File: src/rtl/defuse_session_ctrl_if.sv
// Handshake bundle between the round controller and its surroundings:
// player submissions, game status outputs and the UART status-frame link.
interface defuse_session_ctrl_if #(
    parameter int NUM_PLAYERS = 2,
    parameter int CODE_W      = 14
);
    logic                          start;
    logic                          restart;
    logic [NUM_PLAYERS-1:0]        guess_valid;
    logic [NUM_PLAYERS*CODE_W-1:0] guess;
    logic [2:0]                    state;
    logic [CODE_W-1:0]             code;
    logic [NUM_PLAYERS-1:0]        player_ok;
    logic [7:0]                    secs_left;
    logic [3:0]                    strikes;
    logic                          tx_valid;
    logic [15:0]                   tx_data;
    logic                          tx_ready;

    modport master (
        output start, restart, guess_valid, guess, tx_ready,
        input  state, code, player_ok, secs_left, strikes, tx_valid, tx_data
    );

    modport slave (
        input  start, restart, guess_valid, guess, tx_ready,
        output state, code, player_ok, secs_left, strikes, tx_valid, tx_data
    );
endinterface

File: src/rtl/defuse_session_ctrl.sv
// Bomb-defusal round controller: LFSR code generation, per-player guess checks,
// countdown, strike counting and a latest-wins status frame buffer for the UART.
module defuse_guess_cmp #(
    parameter int CODE_W = 14
) (
    input  logic              i_vld,
    input  logic [CODE_W-1:0] i_guess,
    input  logic [CODE_W-1:0] i_code,
    output logic              o_hit,
    output logic              o_miss
);
    assign o_hit  = i_vld && (i_guess == i_code);
    assign o_miss = i_vld && (i_guess != i_code);
endmodule

module defuse_session_ctrl #(
    parameter int          NUM_PLAYERS = 2,
    parameter int          CODE_W      = 14,
    parameter int          CODE_MAX    = 9999,
    parameter int          TICK_DIV    = 100_000_000,
    parameter int          ROUND_SECS  = 60,
    parameter int          MAX_STRIKES = 3,
    parameter logic [31:0] LFSR_SEED   = 32'd12345
) (
    input  logic                  basys_clk,
    input  logic                  rst_n,
    defuse_session_ctrl_if.slave  bus
);
    localparam logic [31:0] TAPS = 32'h80200003;
    localparam int          TW   = (TICK_DIV > 1) ? $clog2(TICK_DIV) : 1;

    typedef enum logic [2:0] {
        S_IDLE     = 3'd0,
        S_ARMING   = 3'd1,
        S_ACTIVE   = 3'd2,
        S_DEFUSED  = 3'd3,
        S_EXPLODED = 3'd4
    } state_t;

    state_t                 r_state;
    logic [CODE_W-1:0]      r_code;
    logic [NUM_PLAYERS-1:0] r_ok;
    logic [7:0]             r_secs;
    logic [3:0]             r_strk;
    logic [TW-1:0]          r_tick;
    logic [31:0]            r_lfsr;
    logic                   r_txv;
    logic [15:0]            r_txd;

    logic [NUM_PLAYERS-1:0] w_hit;
    logic [NUM_PLAYERS-1:0] w_miss;
    logic [NUM_PLAYERS-1:0] w_ok_nxt;
    logic [4:0]             w_strk_sum;
    logic [3:0]             w_strk_nxt;
    logic                   w_wrap;
    logic [7:0]             w_secs_nxt;
    logic [CODE_W-1:0]      w_cand;
    logic [31:0]            w_cand32;
    logic [31:0]            w_lfsr_nxt;
    logic                   w_to_idle;

    genvar gi;
    generate
        for (gi = 0; gi < NUM_PLAYERS; gi++) begin : g_player
            defuse_guess_cmp #(.CODE_W(CODE_W)) u_cmp (
                .i_vld   (bus.guess_valid[gi]),
                .i_guess (bus.guess[gi*CODE_W +: CODE_W]),
                .i_code  (r_code),
                .o_hit   (w_hit[gi]),
                .o_miss  (w_miss[gi])
            );
        end
    endgenerate

    always_comb begin
        w_ok_nxt   = (r_ok | w_hit) & ~w_miss;
        w_strk_sum = {1'b0, r_strk};
        for (int i = 0; i < NUM_PLAYERS; i++)
            w_strk_sum = w_strk_sum + {4'd0, w_miss[i]};
        w_strk_nxt = (w_strk_sum > 5'd15) ? 4'hF : w_strk_sum[3:0];
        w_wrap     = (r_tick == TW'(TICK_DIV - 1));
        w_secs_nxt = (w_wrap && r_secs != 8'd0) ? r_secs - 8'd1 : r_secs;
        w_cand     = r_lfsr[CODE_W-1:0];
        w_cand32   = 32'(w_cand);
        w_lfsr_nxt = {1'b0, r_lfsr[31:1]} ^ (r_lfsr[0] ? TAPS : 32'd0);
        w_to_idle  = bus.restart && (r_state != S_IDLE);
    end

    always_ff @(posedge basys_clk or negedge rst_n) begin
        if (!rst_n) begin
            r_state <= S_IDLE;
            r_code  <= '0;
            r_ok    <= '0;
            r_secs  <= 8'(ROUND_SECS);
            r_strk  <= 4'd0;
            r_tick  <= '0;
            r_lfsr  <= LFSR_SEED;
            r_txv   <= 1'b0;
            r_txd   <= 16'd0;
        end else begin
            r_lfsr <= w_lfsr_nxt;
            // Accepted frame drops here; any frame loaded below wins over this.
            if (r_txv && bus.tx_ready)
                r_txv <= 1'b0;

            if (w_to_idle) begin
                r_state <= S_IDLE;
                r_code  <= '0;
                r_ok    <= '0;
                r_secs  <= 8'(ROUND_SECS);
                r_strk  <= 4'd0;
                r_tick  <= '0;
                r_txv   <= 1'b1;
                r_txd   <= 16'd0;
            end else begin
                case (r_state)
                    S_IDLE: begin
                        if (bus.start)
                            r_state <= S_ARMING;
                    end
                    S_ARMING: begin
                        // Rejection sampling keeps the code uniform over 0..CODE_MAX.
                        if (w_cand <= CODE_W'(CODE_MAX)) begin
                            r_code  <= w_cand;
                            r_tick  <= '0;
                            r_state <= S_ACTIVE;
                            r_txv   <= 1'b1;
                            r_txd   <= {2'b01, w_cand32[13:0]};
                        end
                    end
                    S_ACTIVE: begin
                        r_ok   <= w_ok_nxt;
                        r_strk <= w_strk_nxt;
                        r_secs <= w_secs_nxt;
                        r_tick <= w_wrap ? '0 : r_tick + TW'(1);
                        if (&w_ok_nxt) begin
                            r_state <= S_DEFUSED;
                            r_txv   <= 1'b1;
                            r_txd   <= {2'b10, 6'd0, w_secs_nxt};
                        end else if (w_strk_nxt >= 4'(MAX_STRIKES) || w_secs_nxt == 8'd0) begin
                            r_state <= S_EXPLODED;
                            r_txv   <= 1'b1;
                            r_txd   <= {2'b11, 10'd0, w_strk_nxt};
                        end
                    end
                    S_DEFUSED, S_EXPLODED: ;
                    default: r_state <= S_IDLE;
                endcase
            end
        end
    end

    assign bus.state     = r_state;
    assign bus.code      = r_code;
    assign bus.player_ok = r_ok;
    assign bus.secs_left = r_secs;
    assign bus.strikes   = r_strk;
    assign bus.tx_valid  = r_txv;
    assign bus.tx_data   = r_txd;
endmodule

File: src/flat_wrapper.sv
// flat-port wrapper written by rule: the top's interface ports become plain ports
module defuse_session_ctrl_flat 
#(
    parameter int          NUM_PLAYERS = 2,
    parameter int          CODE_W      = 14,
    parameter int          CODE_MAX    = 9999,
    parameter int          TICK_DIV    = 100_000_000,
    parameter int          ROUND_SECS  = 60,
    parameter int          MAX_STRIKES = 3,
    parameter logic [31:0] LFSR_SEED   = 32'd12345
)
  (basys_clk, rst_n, bus_start, bus_restart, bus_guess_valid, bus_guess, bus_tx_ready, bus_state, bus_code, bus_player_ok, bus_secs_left, bus_strikes, bus_tx_valid, bus_tx_data);
  defuse_session_ctrl_if #(.NUM_PLAYERS(NUM_PLAYERS), .CODE_W(CODE_W)) bus_i ();
  input  logic basys_clk;
  input  logic rst_n;
  input wire logic [$bits(bus_i.start)-1:0] bus_start;
  input wire logic [$bits(bus_i.restart)-1:0] bus_restart;
  input wire logic [$bits(bus_i.guess_valid)-1:0] bus_guess_valid;
  input wire logic [$bits(bus_i.guess)-1:0] bus_guess;
  input wire logic [$bits(bus_i.tx_ready)-1:0] bus_tx_ready;
  output wire logic [$bits(bus_i.state)-1:0] bus_state;
  output wire logic [$bits(bus_i.code)-1:0] bus_code;
  output wire logic [$bits(bus_i.player_ok)-1:0] bus_player_ok;
  output wire logic [$bits(bus_i.secs_left)-1:0] bus_secs_left;
  output wire logic [$bits(bus_i.strikes)-1:0] bus_strikes;
  output wire logic [$bits(bus_i.tx_valid)-1:0] bus_tx_valid;
  output wire logic [$bits(bus_i.tx_data)-1:0] bus_tx_data;
  assign bus_i.start = bus_start;
  assign bus_i.restart = bus_restart;
  assign bus_i.guess_valid = bus_guess_valid;
  assign bus_i.guess = bus_guess;
  assign bus_i.tx_ready = bus_tx_ready;
  assign bus_state = bus_i.state;
  assign bus_code = bus_i.code;
  assign bus_player_ok = bus_i.player_ok;
  assign bus_secs_left = bus_i.secs_left;
  assign bus_strikes = bus_i.strikes;
  assign bus_tx_valid = bus_i.tx_valid;
  assign bus_tx_data = bus_i.tx_data;
  defuse_session_ctrl #(.NUM_PLAYERS(NUM_PLAYERS), .CODE_W(CODE_W), .CODE_MAX(CODE_MAX), .TICK_DIV(TICK_DIV), .ROUND_SECS(ROUND_SECS), .MAX_STRIKES(MAX_STRIKES), .LFSR_SEED(LFSR_SEED)) u_core (.basys_clk(basys_clk), .rst_n(rst_n), .bus(bus_i));
endmodule
File: config.mk
export PLATFORM = sky130hd
export DESIGN_NAME = defuse_session_ctrl_flat
export DESIGN_NICKNAME = d
export VERILOG_FILES = /design/src/rtl/defuse_session_ctrl_if.sv /design/src/rtl/defuse_session_ctrl.sv /design/src/flat_wrapper.sv
export SDC_FILE = /design/constraint.sdc
export NUM_CORES = 1
export LEC_CHECK = 0
export BUFFER_PORTS_ARGS = -buffer_cell sky130_fd_sc_hd__buf_2
export CAP_MARGIN = 20
export CORE_UTILIZATION = 55
export CTS_CLUSTER_SIZE = 30
export DETAILED_ROUTE_END_ITERATION = 12
export GPL_TIMING_DRIVEN = 0
export PLACE_DENSITY = 0.77
export SYNTH_ARGS = -nofsm -noshare
export SYNTH_HDL_FRONTEND = slang
export SYNTH_SLANG_ARGS = --single-unit
File: constraint.sdc
create_clock -name basys_clk -period 3.9 [get_ports basys_clk]
set_clock_uncertainty 0.15 [all_clocks]
set_input_delay 0.585 -clock basys_clk [delete_from_list [all_inputs] [get_ports basys_clk]]
set_output_delay 0.585 -clock basys_clk [all_outputs]
set_load 0.1 [all_outputs]
Word-level counts from Yosys, hierarchy flattened:

Index checks and enable logic that the tools add are counted.

* word-level logic and storage cells: 88
* register bits: 107
* bits of input ports: 35
* output and inout port bits: 48

* bitwise logic cells: 4
* reductions and logical operators: 22
* $add $sub $neg: 4
* order comparisons: 3
* equality and inequality tests: 13
* multiplexer cells: 33

Operators with widths (count)
* $mux W27: 3
* $mux W16: 4
* $pmux W27 S2: 1
* $mux W14: 3
* $mux W32: 1
* $pmux W16 S2: 1
* $xor A31 B32 Y32: 1
* $eq A14 B14 Y1: 2
* $ne A14 B14 Y1: 2
* $add A27 B1 Y27 const B: 1
* $eq A27 B27 Y1 const B: 1
* $mux W8: 3
* $mux W3: 5
* $le A14 B14 Y1 const B: 1
* $mux W4: 3
* $pmux W3 S4: 1
* $logic_not A8 Y1: 1
* $reduce_bool A8 Y1: 1
* $sub A8 B1 Y8 const B: 1
* $logic_and A1 B1 Y1: 7
* $eq A3 B2 Y1 const B: 2
* $reduce_and A2 Y1: 3
* $reduce_bool A2 Y1: 3
* $reduce_bool A3 Y1: 2
* 21 further kinds: 26

Longest topological paths before layout:

* depth in word-level cells: 12
* mapped depth: 14
* mapped depth without buffers: 13

Modules after synthesis:

Synthesis repeated with hierarchy kept, for this count alone.

* cells, all modules: 511
* area total of the unflattened synthesis: 5166.2 um2

Modules (own cells, without submodules)
* defuse_session_ctrl: seq. area each 2690.1 um2, times used 1, area an instance 4810.9 um2, cells an instance 469
* defuse_guess_cmp: seq. area each 0.0 um2, times used 2, area an instance 177.7 um2, cells an instance 21

Worst setup path before layout:

Ideal clock, no wire load.

* kind: reg2reg
* start: reg u_core.r_code[6] (netlist: u_core.bus.code[6])
* end: reg u_core.r_txd[0] (netlist: u_core.bus.tx_data[0])
* library setup time: 0.128 ns
* period minus slack after synthesis: 3.827 ns
* required time: 3.622 ns
* buffers on the path: 1
* stages on the path, launching flop included: 15
* arrival time: 3.549 ns
* setup slack: 0.073 ns
* cell sequence: dfrtp_1 -> xnor2_1 -> nand4_1 -> nor4_1 -> nand2b_1 -> fa_1 -> inv_1 -> ha_1 -> nor3_1 -> a21oi_1 -> nand3b_1 -> a41o_1 -> o21ba_1 -> buf_4 -> mux2_1

* word-level cells in the longest chain between the ends: 10
* elaborated cells between the ends (all ways): 24
* those cells by class: add/sub (2); order compare (2); eq/ne (5); mux (5); bitwise (3); reduce/logical (7)

Ends and longest elaborated chain
* start, declared: line defuse_session_ctrl.sv:41 `logic [CODE_W-1:0] r_code;`
* start signal, assigned: line defuse_session_ctrl.sv:124 `r_code <= w_cand;`
* $ne A14 B14 Y1: line defuse_session_ctrl.sv:13 `assign o_miss = i_vld && (i_guess != i_code);`
* $logic_and A1 B1 Y1: line defuse_session_ctrl.sv:13
* $add A4 B1 Y5: line defuse_session_ctrl.sv:79 `w_strk_sum = w_strk_sum + {4'd0, w_miss[i]};`
* $add A5 B1 Y5: line defuse_session_ctrl.sv:79
* $gt A5 B4 Y1: line defuse_session_ctrl.sv:80 `w_strk_nxt = (w_strk_sum > 5'd15) ? 4'hF : w_strk_sum[3:0];`
* $mux W4: line defuse_session_ctrl.sv:80
* $ge A4 B2 Y1 / $mux W16 (equally long branches): line defuse_session_ctrl.sv:140 `end else if (w_strk_nxt >= 4'(MAX_STRIKES) || w_secs_nxt == 8'd0) begin`
* $logic_or A1 B1 Y1 / $mux W16 (equally long branches): line defuse_session_ctrl.sv:140, defuse_session_ctrl.sv:136
* $ne A4 B1 Y1 (no source line) / $pmux W16 S2 (equally long branches)
* $reduce_and A3 Y1 (no source line) / $mux W16 (equally long branches)
* end signal, assigned: line defuse_session_ctrl.sv:128 `r_txd <= {2'b01, w_cand32[13:0]};`
* end signal, assigned: line defuse_session_ctrl.sv:139 `r_txd <= {2'b10, 6'd0, w_secs_nxt};`
* end signal, assigned: line defuse_session_ctrl.sv:143 `r_txd <= {2'b11, 10'd0, w_strk_nxt};`
* end, declared: line defuse_session_ctrl.sv:48 `logic [15:0] r_txd;`

Parallel ways exist; a longest one is shown, timed or not. The select of a mux whose other input is x is not followed.
A chain may end at the register's enable or synchronous reset.

Final worst setup path:

* start: reg u_core.r_code[10] (netlist: u_core.bus.code[10])
* end: reg u_core.r_txd[2] (netlist: u_core.bus.tx_data[2])

Same word-level chain as after synthesis.

==> summary.md <==
| Metric | Value |
|---|---|
| Leakage power | 0.00279 uW |
| Gpl congestion | 0.877 |
| Synthesized netlist net count | 561 |
| Run status | finished clean |
| Max Slew Vio Count | 0 |
| WP data arrival | 3.80 ns |
| Commonest non-fill, non-tap cell in the layout | dfrtp_1 |
| Via count | roughly 4400 |
| Yosys reg bits | 107 |
| Async SR Flop Fraction | 100% |
| Maxcap violations | 0 |
| CTS tree | done |
| Residual DRC count | 0 |
| Initial DRC count | approximately 210 |
| DR WL/cell | 17.6 um |
| Fin nets | 656 |
| First-pass GRT wire length | between 20000 and 25000 um |
| I/O Buffers | 82 |
| Initial antenna violation count | 0 |
| Placed cell count | 732 |
| Routed Antenna Nets | 0 |
| Yosys top cell area share | 45.7% |
| CP startpoint | u_core.bus.code[10] |
| # setup viols final | 0 |
| Critical path class | flip-flop to flip-flop |
| Startpoint Class | flip-flop |
| CTS clk-pin slew, worst paths | 0.12 ns |
| R2r endpoint | u_core.bus.tx_data[2] |
| Count of cell types in the netlist | 60 |
| R2r worst-path depth | 14 |
| Largest cells by area after synthesis | dfrtp_1 (46%), xnor2_1 (6.9%), dfstp_2 (5.0%), nor2_1 (3.6%), o21ai_0 (3.5%) |
| RSZ-0062 raised after global routing | no |
| Req. time, crit path | between 4 and 5 ns |
| Die Area | 0.0100 sq mm |
| HPWL after DPL | 9560 um |
| Io pins | just over 80 |
| CP max FO | 10 |
| Cells after Synth | 520 |
| Drt via density | 5.89 |
| Routed WL | 13200 um |
| Area Overhead vs Synth | 16.0% |
| Clock sinks | 107 |
| Root buf cell | clkbuf_8 |
| Core box area | 0.00928 sq mm |
| Total grt overflow | 0 |
| Post-synth EDFFs | 0 |
| R2r setup slk | 0.21 ns |
| Synth Cell Area | 0.00531 sq mm |
| TritonRoute pass-1 iters | 5 |
| Worst Tran Pin Value | 0.747 ns |
| Longest Clk Path Bufs | 2 |
| Final Instance Area | 0.00616 sq mm |
| Setup TNS | 0 ns |
| Int Pwr | 1730 uW |
| P_sw | about 1300 uW |
| Antenna Cells | 0 |
| Power density over the cells | 487 mW/mm^2 |
| Clock network fraction of total power | 24.1% |
| Worst-skew pair later-pin latency | 0.38 ns |
| Yosys top cell by area | dfrtp_1 |
| Slew headroom | 48.7% |
| Die width | 100 um |
| Sequential power share | 40.0% |
| Pin count of the biggest net entering global routing | 57 |
| Switching share of power | 42.4% |
| Combinational fraction of design power | 35.9% |
| Fmax | around 0.27 GHz |
| Avg Inst Size Synth | 10.2 sq um |
| Placed inst area | 0.00591 sq mm |
| Fin cells | approximately 750 |
| Final core utilization | about two thirds |
| Clock buffer count from CTS | 9 |
| Chip Height | 100 um |
| Gr usage total | 27.8% |
| R2R Path Start | u_core.bus.code[10] |
| Initial Util | a little under three fifths |
| Min Tclk post-route | 3.69 ns |
| Yosys warns | 0 |
| Sequential area share after synthesis | 50.7% |
| Filler cell count | 778 |
| Min-delay worst type | input port to async pin |
| CTS Hold Buffers Added | 0 |
| Most frequent cells in the layout | dfrtp_1 (97), buf_2 (84), nor2_1 (51) |
| Vias in the first global route | 4201 |
| Rows | 35 |
| Final hold slack | 0.0693 ns |
| Worst vdd ir | ~0.00024 V |
| Period utilization | 94.6% |
| Crit path capture type | flip-flop |
| Synth Flop Type | dfrtp_1 |
| Hold Violations, Final | 0 |
| Htree depth | 3 |
| Fraction of layout cells with a size suffix above 1 | 19.7% |
## cell usage after synthesis (all sizes together), types with 4 or more instances
master,count
or3,4
mux2,12
xnor2,42
mux2i,12
o31ai,6
a21oi,20
nor2b,4
nand4,17
and2,7
dfstp,10
or4,4
o21ai,39
buf,4
nor2,51
and3,8
clkbuf,17
xor2,8
nand3b,4
dfrtp,97
ha,5
a31oi,5
o2111ai,5
inv,12
a22o,14
nand3,10
nand2b,6
nor4,10
nand2,42
nor3,14
## worst max-delay path by stage
stage | cells past startpoint | slack, ns | endpoint
CTS | 14 | 0.03 | u_core.bus.tx_data[2]
detailed placement | 15 | -0.39 | u_core.bus.tx_data[5]
global route | 14 | 0.02 | u_core.bus.tx_data[7]
floorplan | 14 | 0.07 | u_core.bus.tx_data[0]
global placement | 15 | -0.25 | u_core.bus.tx_data[2]
finish | 14 | 0.21 | u_core.bus.tx_data[2]
## layer usage
layer	vias up	routed length (um)	GRT usage, %
li1	2062	-	-
met1	2169	5890	38.1
met2	150	6340	44.8
met3	31	624	4.74
met4	0	323	10.3
met5	-	0	0
## critical path: stages, from the launching register on
cell and delay [ns]:
dfrtp_1 0.45, xnor2_1 0.25, nand4_1 0.17, nor4_4 0.39
nand2b_1 0.17, fa_1 0.18, inv_1 0.05, ha_1 0.23
nor3_1 0.20, a21oi_1 0.10, nand3b_1 0.21, a41o_1 0.31
o21ba_1 0.21, buf_4 0.18, mux2_1 0.32
## through the flow
stage / setup slack (ns) / total power (uW)
floorplan: 0.0726 / 2020
global placement: -0.251 / 2260
detailed placement: -0.394 / 2290
CTS: 0.0322 / 3010
global route: 0.0161 / 3140
finish: 0.209 / 3000
## state kept, by name, indices dropped and copies added, names as in the netlist
name	count
u_core.r_lfsr	32
u_core.bus.state	3
u_core.bus.code	14
u_core.r_tick	27
u_core.bus.tx_data	16
u_core.bus.player_ok	2
u_core.bus.secs_left	8
u_core.bus.tx_valid	1
u_core.bus.strikes	4
## power by group through the flow
stage | clock network (uW) | registers, uW | logic (uW)
after floorplan | 0 | 1510 | 504
after detailed placement | 0 | 1220 | 1070
final | 723 | 1200 | 1080
after global placement | 0 | 1210 | 1050
after global routing | 772 | 1210 | 1160
after CTS | 736 | 1200 | 1080
## logic make-up (layout without fill, tap and decap cells)
| kind of cell | count (synthesis) | after routing | synth area share (%) |
|---|---|---|---|
| adder cells (fa/ha/maj) | 6 | 6 | 1.56 |
| XOR/XNOR | 50 | 50 | 8.25 |
| AND/OR/NAND/NOR | 193 | 193 | 19.0 |
| buffers and inverters | 33 | 133 | 2.48 |
| multiplexers | 24 | 24 | 4.81 |
| AO/OA/AOI/OAI | 107 | 107 | 13.2 |
| flip-flops | 107 | 107 | 50.7 |
## area by class of cell
| type | instances | area [sq um] | area share, % |
|---|---|---|---|
| buffer | 21 | 86.3 | 1.40 |
| clock buffer | 10 | 128 | 2.07 |
| clock inverter | 6 | 82.6 | 1.34 |
| inverter | 12 | 45.0 | 0.732 |
| multi-input combinational | 380 | 2520 | 40.9 |
| sequential | 107 | 2690 | 43.7 |
| tap | 129 | 161 | 2.62 |
| timing repair buffer | 84 | 448 | 7.27 |
## timing repair
action | in CTS | in global routing
pin swaps | 0 | 2
resized for setup | 2 | 2
buffers inserted | 0 | 1
endpoints found under the setup margin | 16 | 16
gates cloned | 0 | 0
Power figures use the tool's default switching activity.
